### src/rtl/mdu_ctrl_pkg.sv
// Shared types and constants for the multiply/divide sequencer.
// Pipeline stall-bus layout, FSM state encodings and the divide-by-zero quotient.
package mdu_ctrl_pkg;

  localparam int STALL_W      = 6;
  localparam int EX_STALL_BIT = 2;

  localparam logic STOP    = 1'b1;
  localparam logic NO_STOP = 1'b0;

  localparam logic [31:0] DIV_ZERO_QUOT = 32'hFFFF_FFFF;

  typedef enum logic [1:0] {
    MDU_IDLE = 2'b00,
    MDU_MUL  = 2'b01,
    MDU_DIV  = 2'b10,
    MDU_DONE = 2'b11
  } mdu_state_e;

  // Two's-complement negate when neg is set; used for magnitudes and sign restore.
  function automatic logic [31:0] mag32(input logic [31:0] v, input logic neg);
    return neg ? (32'd0 - v) : v;
  endfunction

endpackage

### src/rtl/mdu_ctrl_div_core.sv
// Iterative restoring radix-2 divider on unsigned magnitudes, one quotient bit per cycle.
// A start pulse latches operands; done pulses in the cycle the final bit is produced.
module mdu_ctrl_div_core
  import mdu_ctrl_pkg::*;
#(
  parameter int STEPS = 32
) (
  input  logic        clk,
  input  logic        rst,
  input  logic        start_i,
  input  logic [31:0] dividend_i,
  input  logic [31:0] divisor_i,
  output logic        busy_o,
  output logic        done_o,
  output logic [31:0] quot_o,
  output logic [31:0] rem_o
);

  localparam int CNT_W = $clog2(STEPS) + 1;
  localparam logic [CNT_W-1:0] LAST = CNT_W'(STEPS - 1);

  logic [31:0]      rem_q, rem_d;
  logic [31:0]      quot_q, quot_d;
  logic [31:0]      divisor_q, divisor_d;
  logic [CNT_W-1:0] cnt_q, cnt_d;
  logic             busy_q, busy_d;
  logic [32:0]      shifted;
  logic [32:0]      diff;

  assign shifted = {rem_q, quot_q[31]};
  assign diff    = shifted - {1'b0, divisor_q};

  always_comb begin
    rem_d     = rem_q;
    quot_d    = quot_q;
    divisor_d = divisor_q;
    cnt_d     = cnt_q;
    busy_d    = busy_q;
    if (start_i) begin
      rem_d     = '0;
      quot_d    = dividend_i;
      divisor_d = divisor_i;
      cnt_d     = '0;
      busy_d    = 1'b1;
    end else if (busy_q) begin
      // Partial remainder stays below the divisor, so 32 bits always hold it.
      if (!diff[32]) begin
        rem_d  = diff[31:0];
        quot_d = {quot_q[30:0], 1'b1};
      end else begin
        rem_d  = shifted[31:0];
        quot_d = {quot_q[30:0], 1'b0};
      end
      cnt_d = cnt_q + CNT_W'(1);
      if (cnt_q == LAST) busy_d = 1'b0;
    end
  end

  always_ff @(posedge clk) begin
    if (rst) begin
      rem_q     <= '0;
      quot_q    <= '0;
      divisor_q <= '0;
      cnt_q     <= '0;
      busy_q    <= 1'b0;
    end else begin
      rem_q     <= rem_d;
      quot_q    <= quot_d;
      divisor_q <= divisor_d;
      cnt_q     <= cnt_d;
      busy_q    <= busy_d;
    end
  end

  assign busy_o = busy_q;
  assign done_o = busy_q && (cnt_q == LAST);
  assign quot_o = quot_q;
  assign rem_o  = rem_q;

endmodule

### src/rtl/mdu_ctrl.sv
// EX-stage MULT/MULTU/DIV/DIVU/MTHI/MTLO sequencer; sole producer of HI/LO writes.
// Define MDU_FAST_MUL_EN for a single-cycle multiplier; division is iterative in both builds.
module mdu_ctrl
  import mdu_ctrl_pkg::*;
#(
  parameter int DIV_STEPS = 32,
  parameter int MUL_STEPS = 32
) (
  input  logic               clk,
  input  logic               rst,
  input  logic [STALL_W-1:0] stall,
  input  logic               inst_mult,
  input  logic               inst_multu,
  input  logic               inst_div,
  input  logic               inst_divu,
  input  logic               inst_mthi,
  input  logic               inst_mtlo,
  input  logic [31:0]        src1,
  input  logic [31:0]        src2,
  output logic               stallreq_for_ex,
  output logic               hi_we,
  output logic               lo_we,
  output logic [31:0]        hi_out,
  output logic [31:0]        lo_out
);

  localparam int MAX_STEPS = (DIV_STEPS > MUL_STEPS) ? DIV_STEPS : MUL_STEPS;
  localparam int CNT_W     = $clog2(MAX_STEPS) + 1;
  localparam logic [CNT_W-1:0] MUL_LAST = CNT_W'(MUL_STEPS - 1);

  mdu_state_e       state_q, state_d;
  logic [CNT_W-1:0] cnt_q, cnt_d;
  logic             op_div_q, neg_res_q, sign_a_q, div_zero_q;
  logic [63:0]      prod_q;

  logic        div_req, mul_req, op_signed;
  logic        sign_a, sign_b;
  logic [31:0] mag_a, mag_b;
  logic        issue, div_start, mul_issue;
  logic        busy_c;
  logic        div_busy, div_done;
  logic [31:0] div_quot, div_rem;
  logic [63:0] prod_fix;
  logic [31:0] quot_fix, rem_fix, res_hi, res_lo;
  logic        unused_stall;

  // Only the EX bit of the stall bus matters here.
  assign unused_stall = ^{stall[STALL_W-1:EX_STALL_BIT+1], stall[EX_STALL_BIT-1:0]};

  // Fixed priority if decode ever breaks one-hot: div > divu > mult > multu.
  assign div_req   = inst_div | inst_divu;
  assign mul_req   = ~div_req & (inst_mult | inst_multu);
  assign op_signed = inst_div | (~inst_divu & inst_mult);
  assign sign_a    = op_signed & src1[31];
  assign sign_b    = op_signed & src2[31];
  assign mag_a     = mag32(src1, sign_a);
  assign mag_b     = mag32(src2, sign_b);

  assign issue     = (state_q == MDU_IDLE) & (div_req | mul_req);
  assign div_start = issue & div_req;
  assign mul_issue = issue & mul_req;

  mdu_ctrl_div_core #(
    .STEPS(DIV_STEPS)
  ) u_div_core (
    .clk       (clk),
    .rst       (rst),
    .start_i   (div_start),
    .dividend_i(mag_a),
    .divisor_i (mag_b),
    .busy_o    (div_busy),
    .done_o    (div_done),
    .quot_o    (div_quot),
    .rem_o     (div_rem)
  );

  always_comb begin
    state_d = state_q;
    cnt_d   = cnt_q;
    busy_c  = 1'b0;
    case (state_q)
      MDU_IDLE: begin
        cnt_d = '0;
        if (div_req) begin
          busy_c  = 1'b1;
          state_d = MDU_DIV;
        end else if (mul_req) begin
          busy_c  = 1'b1;
`ifdef MDU_FAST_MUL_EN
          state_d = MDU_DONE;
`else
          state_d = MDU_MUL;
`endif
        end
      end
      MDU_MUL: begin
        busy_c = 1'b1;
        cnt_d  = cnt_q + CNT_W'(1);
        if (cnt_q == MUL_LAST) state_d = MDU_DONE;
      end
      MDU_DIV: begin
        busy_c = div_busy;
        if (div_done) state_d = MDU_DONE;
      end
      MDU_DONE: begin
        if (stall[EX_STALL_BIT] == NO_STOP) state_d = MDU_IDLE;
      end
      default: state_d = MDU_IDLE;
    endcase
  end

  always_ff @(posedge clk) begin
    if (rst) begin
      state_q    <= MDU_IDLE;
      cnt_q      <= '0;
      op_div_q   <= 1'b0;
      neg_res_q  <= 1'b0;
      sign_a_q   <= 1'b0;
      div_zero_q <= 1'b0;
    end else begin
      state_q <= state_d;
      cnt_q   <= cnt_d;
      if (issue) begin
        op_div_q   <= div_req;
        neg_res_q  <= sign_a ^ sign_b;
        sign_a_q   <= sign_a;
        div_zero_q <= div_req & (src2 == 32'd0);
      end
    end
  end

`ifdef MDU_FAST_MUL_EN
  always_ff @(posedge clk) begin
    if (rst) begin
      prod_q <= '0;
    end else if (mul_issue) begin
      prod_q <= {32'd0, mag_a} * {32'd0, mag_b};
    end
  end
`else
  logic [63:0] mcand_q;
  logic [31:0] mplier_q;

  // Shift-add: one multiplier bit per MUL_RUN cycle, LSB first.
  always_ff @(posedge clk) begin
    if (rst) begin
      prod_q   <= '0;
      mcand_q  <= '0;
      mplier_q <= '0;
    end else if (mul_issue) begin
      prod_q   <= '0;
      mcand_q  <= {32'd0, mag_a};
      mplier_q <= mag_b;
    end else if (state_q == MDU_MUL) begin
      if (mplier_q[0]) prod_q <= prod_q + mcand_q;
      mcand_q  <= mcand_q << 1;
      mplier_q <= mplier_q >> 1;
    end
  end
`endif

  assign prod_fix = neg_res_q ? (64'd0 - prod_q) : prod_q;
  assign quot_fix = div_zero_q ? DIV_ZERO_QUOT : mag32(div_quot, neg_res_q);
  assign rem_fix  = mag32(div_rem, sign_a_q);
  assign res_hi   = op_div_q ? rem_fix  : prod_fix[63:32];
  assign res_lo   = op_div_q ? quot_fix : prod_fix[31:0];

  always_comb begin
    stallreq_for_ex = 1'b0;
    hi_we           = 1'b0;
    lo_we           = 1'b0;
    hi_out          = '0;
    lo_out          = '0;
    if (!rst) begin
      stallreq_for_ex = busy_c;
      if (state_q == MDU_DONE) begin
        hi_we  = 1'b1;
        lo_we  = 1'b1;
        hi_out = res_hi;
        lo_out = res_lo;
      end else if ((state_q == MDU_IDLE) && !div_req && !mul_req) begin
        if (inst_mthi) begin
          hi_we  = 1'b1;
          hi_out = src1;
        end else if (inst_mtlo) begin
          lo_we  = 1'b1;
          lo_out = src1;
        end
      end
    end
  end

endmodule

### config.mk
export PLATFORM = sky130hd
export DESIGN_NAME = mdu_ctrl
export DESIGN_NICKNAME = d
export VERILOG_FILES = /design/src/rtl/mdu_ctrl_pkg.sv /design/src/rtl/mdu_ctrl_div_core.sv /design/src/rtl/mdu_ctrl.sv
export SDC_FILE = /design/constraint.sdc
export NUM_CORES = 1
export LEC_CHECK = 0
export ABC_AREA = 0
export BUFFER_PORTS_ARGS = -buffer_cell sky130_fd_sc_hd__clkbuf_2
export CAP_MARGIN = 20
export CORE_MARGIN = 4
export CORE_UTILIZATION = 45
export DETAILED_ROUTE_END_ITERATION = 16
export PLACE_DENSITY_LB_ADDON = 0.2
export SLEW_MARGIN = 40
export SYNTH_ARGS = -nofsm -noshare
export SYNTH_HDL_FRONTEND = slang
export SYNTH_HIERARCHICAL = 1
export SYNTH_SLANG_ARGS = --single-unit
### constraint.sdc
create_clock -name clk -period 3.4 [get_ports clk]
set_input_delay 0.17 -clock clk [delete_from_list [all_inputs] [get_ports clk]]
set_output_delay 0.17 -clock clk [all_outputs]
set_load 0.1 [all_outputs]
=== After elaboration in Yosys (flattened, before gate mapping) ===
Index checks and enable logic that the tools add are counted.

* Output and inout port bits: 67
* Logic and storage cells: 110
* Register bits after elaboration: 275

* Bitwise logic cells: 15
* Muxes and demuxes: 48
* Reduce and logical (&&, ||, !) cells: 14
* Add/subtract/negate cells: 9
* Equality and inequality tests: 9

{| class="wikitable"
|+ Operators by type and width
! operator !! number
|-
| $mux 32 || 23
|-
| $sub 1x32->32 const A || 4
|-
| $add 64x64->64 || 1
|-
| $mux 64 || 1
|-
| $sub 1x64->64 const A || 1
|-
| $sub 33x32->33 || 1
|-
| $logic_not 32->1 || 1
|-
| $mux 1 || 16
|-
| $add 6x1->6 const B || 2
|-
| $eq 6x5->1 const B || 2
|-
| $pmux 6 s2 || 1
|-
| $mux 2 || 5
|-
| $and 1x1->1 || 8
|-
| $pmux 2 s4 || 1
|-
| $ne 2x2->1 const B || 3
|-
| $reduce_bool 2->1 || 3
|-
| $eq 2x2->1 const B || 2
|-
| $or 1x1->1 || 4
|-
| $reduce_and 4->1 || 1
|-
| $reduce_or 2->1 || 2
|-
| $logic_and 1x1->1 || 3
|-
| $ne 3x3->1 const B || 1
|-
| $pmux 1 s3 || 1
|-
| $eq 2x1->1 const B || 1
|-
| other kinds (5) || 7
|}

=== Longest topological paths before layout ===
Gate-level depths: netlist of run 1.

* Word-level depth: 8
* Depth in mapped cells: 14
* Mapped depth without buffers: 12

=== Modules after synthesis ===
Netlist of run 1, hierarchy kept.

{| class="wikitable"
|+ By module, submodules not included
! module !! area each (um2) !! cells an instance !! instances !! seq. area each (um2)
|-
| mdu_ctrl || 15,517.4 || 2,109 || 1 || 3,443.3
|-
| mdu_ctrl_div_core || 6,137.1 || 775 || 1 || 2,062.0
|}

=== Worst setup path before layout of run 1 ===
Ideal clock, no wire load.

* Path kind: register to output
* From: register state_q[0]
* To: output port hi_out[21]
* Data required time: 3.230 ns
* Path buffers: 2
* Cell stages (with the launch flop): 12
* Arrival time: 3.984 ns
* Slack: -0.754 ns
* Cells stage by stage: dfxtp_1 inv_1 ha_1 nand2_1 nor3_1 a21oi_1 or2_2 clkbuf_1 inv_1 nand2_1 clkbuf_1 o22ai_1

* Longest elaborated chain between the ends: 6
* Elaborated cells between the ends (all ways): 7
* Classes of those cells: 1 x eq/ne; 3 x mux; 3 x reduce/logical

{| class="wikitable"
|+ RTL lines
! element !! line !! source
|-
| from (decl) || mdu_ctrl.sv:31 || <nowiki>mdu_state_e state_q, state_d;</nowiki>
|-
| from (signal assigned) || mdu_ctrl.sv:121 || <nowiki>state_q <= state_d;</nowiki>
|-
| $logic_not 2->1 || mdu_ctrl.sv:181 || <nowiki>end else if ((state_q == MDU_IDLE) && !div_req && !mul_req) begin</nowiki>
|-
| $logic_and 1x1->1 (2 in series) || mdu_ctrl.sv:181 ||
|-
| $mux 32 || mdu_ctrl.sv:181 ||
|-
| $mux 32 (*) || mdu_ctrl.sv:176 || <nowiki>if (state_q == MDU_DONE) begin</nowiki>
|-
| $mux 32 (*) || mdu_ctrl.sv:174 || <nowiki>if (!rst) begin</nowiki>
|-
| to (decl) || mdu_ctrl.sv:23 || <nowiki>output logic [31:0] hi_out,</nowiki>
|}

Mark *: on every way between the ends. The rest lies on a longest branch, timed or not.

=== Final worst setup path of run 1 ===
* From: register u_div_core.quot_q[8], in the netlist u_div_core/quot_o[8]
* To: output port lo_out[23]

* Longest elaborated chain between the ends: 6

{| class="wikitable"
|+ RTL lines
! element !! line !! source
|-
| from (decl) || mdu_ctrl_div_core.sv:23 || <nowiki>logic [31:0] quot_q, quot_d;</nowiki>
|-
| from (signal assigned) || mdu_ctrl_div_core.sv:68 || <nowiki>quot_q <= quot_d;</nowiki>
|-
| $sub 1x32->32 || mdu_ctrl_pkg.sv:22 || <nowiki>return neg ? (32'd0 - v) : v;</nowiki>
|-
| $mux 32 || mdu_ctrl_pkg.sv:22 ||
|-
| $mux 32 || mdu_ctrl.sv:163 || <nowiki>assign quot_fix = div_zero_q ? DIV_ZERO_QUOT : mag32(div_quot, neg_res_q);</nowiki>
|-
| $mux 32 || mdu_ctrl.sv:166 || <nowiki>assign res_lo = op_div_q ? quot_fix : prod_fix[31:0];</nowiki>
|-
| $mux 32 || mdu_ctrl.sv:176 ||
|-
| $mux 32 || mdu_ctrl.sv:174 ||
|-
| to (decl) || mdu_ctrl.sv:24 || <nowiki>output logic [31:0] lo_out</nowiki>
|}

Every way passes these cells.

==> flow_summary.ini, run 1 <==
[outcome]
outcome = finished, violations left
failed_checks = negative setup slack

[floorplan]
std_cell_rows = 80
die_area_um2 = 51700
die_width_um = 227
fp.coreArea_um2 = 47600
floorplan.initialDensity_pct = 45.4
die_h_um = 227
io_pins = 145

[timing]
timing.final.hold_violations = 0
layout_setup_ws_ps = -351
final.period_utilization_pct = 110
fmaxAchievable_mhz = 267
max_slew_violation_total_from_the_final_report = 0
worst_hold_slack_ps = 40.6
post-route-min-period_ps = 3750
worst_slew_margin_relative_to_its_limit_pct = 45.4
worstMarginPinSlew_ps = 819
grt_setup_unrepaired = yes
setup_viol_count_final = 39
worst_clock_skew_ps = 20.4
final.setup.tns_ps = -5650

[worst_hold_path]
timing.hold.worst.class = input port to flip-flop
min_path_cells = 4
endpoint_of_the_worst_hold_path = mplier_q[4]
hold_path_startpoint = src2[4]

[clock_network]
cts_num_sinks = 275
tritoncts = built
cts_inserted_buffers = 37
root_buffer = clkbuf_16
cts_max_path_buffers = 3
clk-insertion-delay-late_ps = 570
worst_setup_hold_path_clk_slew_ps = 60
h-tree-depth = 2

[power]
p_total_mw = 17.3
power.density_cell_area_nw_per_um2 = 624
power.ir.vdd_worst_mv = 0.518
cellLeakagePower_nw = 11.1

[detailed_routing]
routed_antenna_nets = 0
drc = 0
route.final.wire_length_mm = 81.5
drt_iter0_drc = 2485
route.vias.total = 22848
drt_pass1_iterations = 6
viasPerCell = 6.11
avgRoutedWirePerCell_um = 21.8

[synth]
count_of_cell_types_in_the_netlist = 80
syn_area_per_cell_um2 = 7.51
synth_seq_cells = 275
syn-instance-count = 2884
ys_async_sr_fraction_pct = 0
synthesis.nets = 3070
primary_flip_flop_cell_chosen_by_synthesis_mapping = dfxtp_1
synth_enable_flop_cells = 0
yosysWarnings = 6
synth.yosys.seq_area_share_pct = 25.4
total_standard_cell_area_after_synthesis_um2 = 21700

[setup_path]
critical_path.slowest_cell = or4_4
critical_path.n_buffers_inverters = 2
path_delay_family = simple AND/OR/NAND/NOR gates
worst_path_most_repeated_cell = or4_4
cp.arrival_ps = 3580
required_time_at_the_worst_slack_endpoint_ps = 3230
path_max_fanout = 4
end_kind = output pin
ordered_cell_list_for_the_critical_path = or4_4 -> or3_4 -> or4_4 -> buf_4 -> o31ai_2 -> xnor2_1 -> o221ai_1 -> a21oi_2 -> buf_12
setup.reg_to_reg.worst_slack_ps = 90
r2r_end = prod_q[56]
r2r_cells = 13
crit_path_max_incr_delay_ps = 550
critical_path_class = flip-flop to output pin
setup.worst_path.start_class = flip-flop
r2r_start = prod_q[2]

[global_route]
grt_first_pass_wirelength_mm = 123
groute.usage.overall_pct = 30.1
grt_antenna_before_repair = 2
maximum_number_of_pins_on_one_net_before_global_route_repair = 126
grt_pass1_vias = 21166
grt.overflow.total = 0

[layout]
postLayoutCoreUtil_pct = 58.3
layout.nets = 3280
post_route_cells_drive_above_1_share_pct = 20.5
synthToLayoutAreaGrowth_pct = 28.3

[job]
drv_cap = 0

[placed_design]
port_buffers = 139
gp_routability_congestion = 0.975
dpl_worst_slack_ps = 10.7
place.detailed.hpwl_mm = 60.8
[kinds of logic (layout without fill, tap and decap cells)]
family / after synthesis / after routing / share of synthesized area (%)
other: 0 / 3 / 0
xor gates and xnor gates: 272 / 272 / 11.0
and+or+nand+nor: 957 / 957 / 20.3
DFF: 275 / 275 / 25.4
adders and majority gates: 108 / 108 / 6.31
muxes: 167 / 167 / 7.72
buffers and inverters: 263 / 499 / 4.67
AOI/OAI and AO/OA: 842 / 842 / 24.6
[stage by stage]
stage,area (um2),cells
global placement,24900,3616
global route,27800,3735
detailed placement,24900,3616
CTS,27100,3716
finish,27800,3738
floorplan,21900,2884
[synth_stat cells, types with 18 or more instances]
| master | n | area, um2 |
|---|---|---|
| o221ai_1 | 33 | 289 |
| o22ai_1 | 19 | 119 |
| or3_1 | 24 | 150 |
| nor2_1 | 331 | 1240 |
| a21oi_1 | 278 | 1390 |
| o31ai_1 | 42 | 315 |
| nand3_1 | 42 | 210 |
| inv_1 | 84 | 315 |
| nand2_1 | 312 | 1170 |
| a211oi_1 | 77 | 578 |
| ha_1 | 106 | 1330 |
| mux2i_1 | 167 | 1670 |
| nand2b_1 | 52 | 325 |
| nor4_1 | 23 | 144 |
| or4_1 | 24 | 180 |
| buf_1 | 26 | 97.6 |
| nor3_1 | 41 | 205 |
| o41ai_1 | 22 | 193 |
| a21o_1 | 37 | 278 |
| dfxtp_1 | 275 | 5510 |
| clkbuf_1 | 138 | 518 |
| nor2b_1 | 18 | 113 |
| nand4_1 | 26 | 163 |
| o21bai_1 | 25 | 188 |
| o21ai_0 | 172 | 861 |
| xor2_1 | 89 | 780 |
| xnor2_1 | 183 | 1600 |
| a31oi_1 | 40 | 250 |
[cells in the final DEF, fill, tap and decap left out, drive strengths merged, types with 7 or more instances in the layout]
master and n:
nor2 332, nand2 312, a21oi 278, dfxtp 275, buf 264, xnor2 183
o21ai 182, mux2i 167, clkbuf 122, ha 106, xor2 89, inv 85
a211oi 77, nand2b 52, nor3 43, nand3 42, o31ai 42, a31oi 40
a21o 37, o221ai 34, or3 28, nand4 27, nor4 27, o41ai 27
or4 26, o21bai 25, o22ai 19, nor2b 18, o211ai 16, and3 15
o21a 15, dlygate4sd3 12, clkinv 11, or2 10, and2 9, nor3b 8
a221oi 7
[power by group]
| part | internal [mW] | leakage (nW) | total, mW | switching [mW] |
|---|---|---|---|---|
| registers | 3.70 | 2.25 | 4.28 | 0.576 |
| clock network | 2.49 | 0.625 | 4.14 | 1.65 |
| logic | 3.50 | 8.24 | 8.92 | 5.42 |
[what timing repair did]
action	4_1_cts	5_1_grt
gates resized for setup	156	112
hold buffers	12	0
setup endpoints to repair	49	72
pin swaps	65	79
buffers inserted	23	20
endpoints found under the hold margin	16	0
[worst reg2reg max path, stage by stage, from the launching register on]
cell       delay, ps
dfxtp_2          330
buf_4            130
ha_1             330
nand3_1          150
a32oi_2          320
nand3_1          160
o2111ai_1        230
buf_4            170
a41oi_1          190
o21ai_2          290
a31oi_2          180
or4_1            440
and3_1           190
o22ai_1          110
[worst max path at each step]
stage / start / to / slack (ps) / cells past startpoint
after detailed placement: prod_q[16] / hi_out[23] / 10 / 11
after CTS: u_div_core/quot_o[8] / lo_out[31] / -350 / 10
after global placement: mcand_q[3] / prod_q[56] / 60 / 13
after floorplan: state_q[0] / hi_out[28] / -550 / 13
final: u_div_core/quot_o[8] / lo_out[23] / -350 / 9
after global routing: u_div_core/quot_o[20] / lo_out[28] / -410 / 10
[routing by layer]
layer | vias to the layer above | global-route usage (%) | wire (um)
met1 | 10895 | 44.2 | 37400
met3 | 159 | 5.15 | 7140
met5 | - | 0 | 0
met4 | 0 | 9.23 | 2440
li1 | 10789 | - | -
met2 | 1005 | 45.2 | 34500
[cell type report]
type | count | area (um2)
timing repair buffer | 349 | 3390
multi-input combinational | 2346 | 16500
clock buffer | 49 | 1050
inverter | 85 | 320
tap | 615 | 769
antenna | 3 | 7.51
clock inverter | 16 | 216
fill | 4281 | 19900
sequential | 275 | 5550
[sequential cells by signal (all words and copies together) (netlist names)]
signal                flops
mcand_q                  64
u_div_core/busy_o         1
u_div_core/quot_o        32
u_div_core/cnt_q          6
u_div_core/rem_o         32
sign_a_q                  1
mplier_q                 32
cnt_q                     6
neg_res_q                 1
u_div_core/divisor_q     32
prod_q                   64
state_q                   2
op_div_q                  1
div_zero_q                1
No activity file was read; power rests on OpenSTA's default activity.
==> run 2, diff against run 1 <==
==> constraint.sdc (replaced) <==
create_clock -name clk -period 3.5 [get_ports clk]
set_input_delay 0.175 -clock clk [delete_from_list [all_inputs] [get_ports clk]]
set_output_delay 0.175 -clock clk [all_outputs]
set_load 0.1 [all_outputs]
==> flow_summary.ini, run 2 (synthesis results as in run 1) <==
[outcome]
outcome = finished, violations left
failed_checks = negative setup slack

[floorplan]
io_pins = 145
die_area_um2 = 51700
die_width_um = 227
fp.coreArea_um2 = 47600
std_cell_rows = 80
floorplan.initialDensity_pct = 45.4
die_h_um = 227

[timing]
layout_setup_ws_ps = -292
fmaxAchievable_mhz = 264
final.setup.tns_ps = -3040
worstMarginPinSlew_ps = 865
timing.final.hold_violations = 0
worst_hold_slack_ps = 36.0
post-route-min-period_ps = 3790
worst_clock_skew_ps = 20.1
worst_slew_margin_relative_to_its_limit_pct = 42.3
grt_setup_unrepaired = yes
max_slew_violation_total_from_the_final_report = 0
setup_viol_count_final = 32
final.period_utilization_pct = 108

[power]
power.density_cell_area_nw_per_um2 = 632
power.ir.vdd_worst_mv = 0.518
cellLeakagePower_nw = 10.8
p_total_mw = 17.1

[worst_hold_path]
min_path_cells = 4
timing.hold.worst.class = input port to flip-flop

[job]
drv_cap = 0

[detailed_routing]
drc = 0
routed_antenna_nets = 0
avgRoutedWirePerCell_um = 21.9
drt_iter0_drc = 2256
drt_pass1_iterations = 6
route.vias.total = 22476
viasPerCell = 6.07
route.final.wire_length_mm = 81.2

[placed_design]
place.detailed.hpwl_mm = 61.0
port_buffers = 139
gp_routability_congestion = 0.996
place.detailed.instances = 3590

[global_route]
groute.usage.overall_pct = 30.0
grt_antenna_before_repair = 3
maximum_number_of_pins_on_one_net_before_global_route_repair = 93
grt_pass1_vias = 20794
grt_first_pass_wirelength_mm = 122
grt.overflow.total = 0

[layout]
layoutNonFillerInstCount = 3701
number_of_fill_cells = 4426
layout.cells.most_common = nor2_1
synthToLayoutAreaGrowth_pct = 25.0
layout.nets = 3242
layout_common_cells = nor2_1, nand2_1, dfxtp_1, a21oi_1, xnor2_1
post_route_cells_drive_above_1_share_pct = 18.5
largestRegisters = mcand_q (64), prod_q (64)

[setup_path]
critical_path_class = flip-flop to output pin
setup.worst_path.start_class = flip-flop
required_time_at_the_worst_slack_endpoint_ps = 3320
path_max_fanout = 4
r2r_cells = 12
end_kind = output pin
cp.arrival_ps = 3620

[clock_network]
cts_num_sinks = 275
clk-insertion-delay-late_ps = 560
tritoncts = built
cts_inserted_buffers = 37
h-tree-depth = 2
root_buffer = clkbuf_16
worst_setup_hold_path_clk_slew_ps = 50
cts_max_path_buffers = 3
run 2: changes by cell type in the layout (fill, tap and decap cells not counted), sizes merged:
cell | previous run | this run
buf | 264 | 218
clkbuf | 122 | 134
bufinv | 4 | 9
dlygate4sd3 | 12 | 7
clkinv | 11 | 9
clkinvlp | 1 | 2
diode | 3 | 2
inv | 85 | 84
run 2: power by group:
part	total [mW]	switching [mW]	internal [mW]
registers	4.16	0.567	3.60
clock network	4.28	1.55	2.73
logic	8.66	5.28	3.37
total	17.1	7.40	9.70
run 2: cell type report:
type / count / area, um2 / area share, %
Clock buffer: 48 / 1020 / 3.76
Timing Repair Buffer: 311 / 2850 / 10.5
Sequential cell: 275 / 5550 / 20.5
Inverter: 85 / 320 / 1.18
Tap cell: 615 / 769 / 2.84
Clock inverter: 19 / 355 / 1.31
Antenna cell: 2 / 5.00 / 0.0185
Multi-Input combinational cell: 2346 / 16200 / 59.9
run 2: layer usage:
metal | track usage (%) | part of all wire (%) | vias up
met4 | 9.10 | 3.3 | 2
met1 | 41.9 | 45 | 10713
met2 | 45.6 | 43 | 897
met5 | 0 | 0.014 | -
met3 | 7.90 | 9.5 | 155
li1 | - | - | 10709
run 2: what timing repair did:
action,in CTS,in global routing
gates resized for setup,141,90
buffers inserted,24,11
setup endpoints to repair,50,73
endpoints found under the hold margin,8,0
pin swaps,70,56
hold buffers,7,0
run 2: path summary, 6_finish.rpt:
check,from,to,slack [ps]
worst max register to register,u_div_core/divisor_q[24],u_div_core/rem_o[1],150
worst min-delay path,src2[20],u_div_core/divisor_q[20],40
worst max-delay path,u_div_core/quot_o[8],lo_out[21],-290
worst min register to register,u_div_core/cnt_q[5],u_div_core/cnt_q[5],480
run 2: worst max-delay path, stage by stage (launching register included):
cell and delay (ps):
dfxtp_1 310, or4_4 560, or3_4 370, or4_4 470, buf_8 160, o41ai_4 300
xnor2_1 170, o221ai_1 170, a21oi_2 330, buf_12 220
run 2: stage by stage:
step           util, %  setup slack, ps  area, um2
6_report          56.8             -292      27100
5_1_grt           56.8             -337      27100
4_1_cts           55.8             -270      26600
3_5_place_dp      51.0              185      24300
3_3_place_gp      51.0              167      24300
2_1_floorplan        -             -659      21800
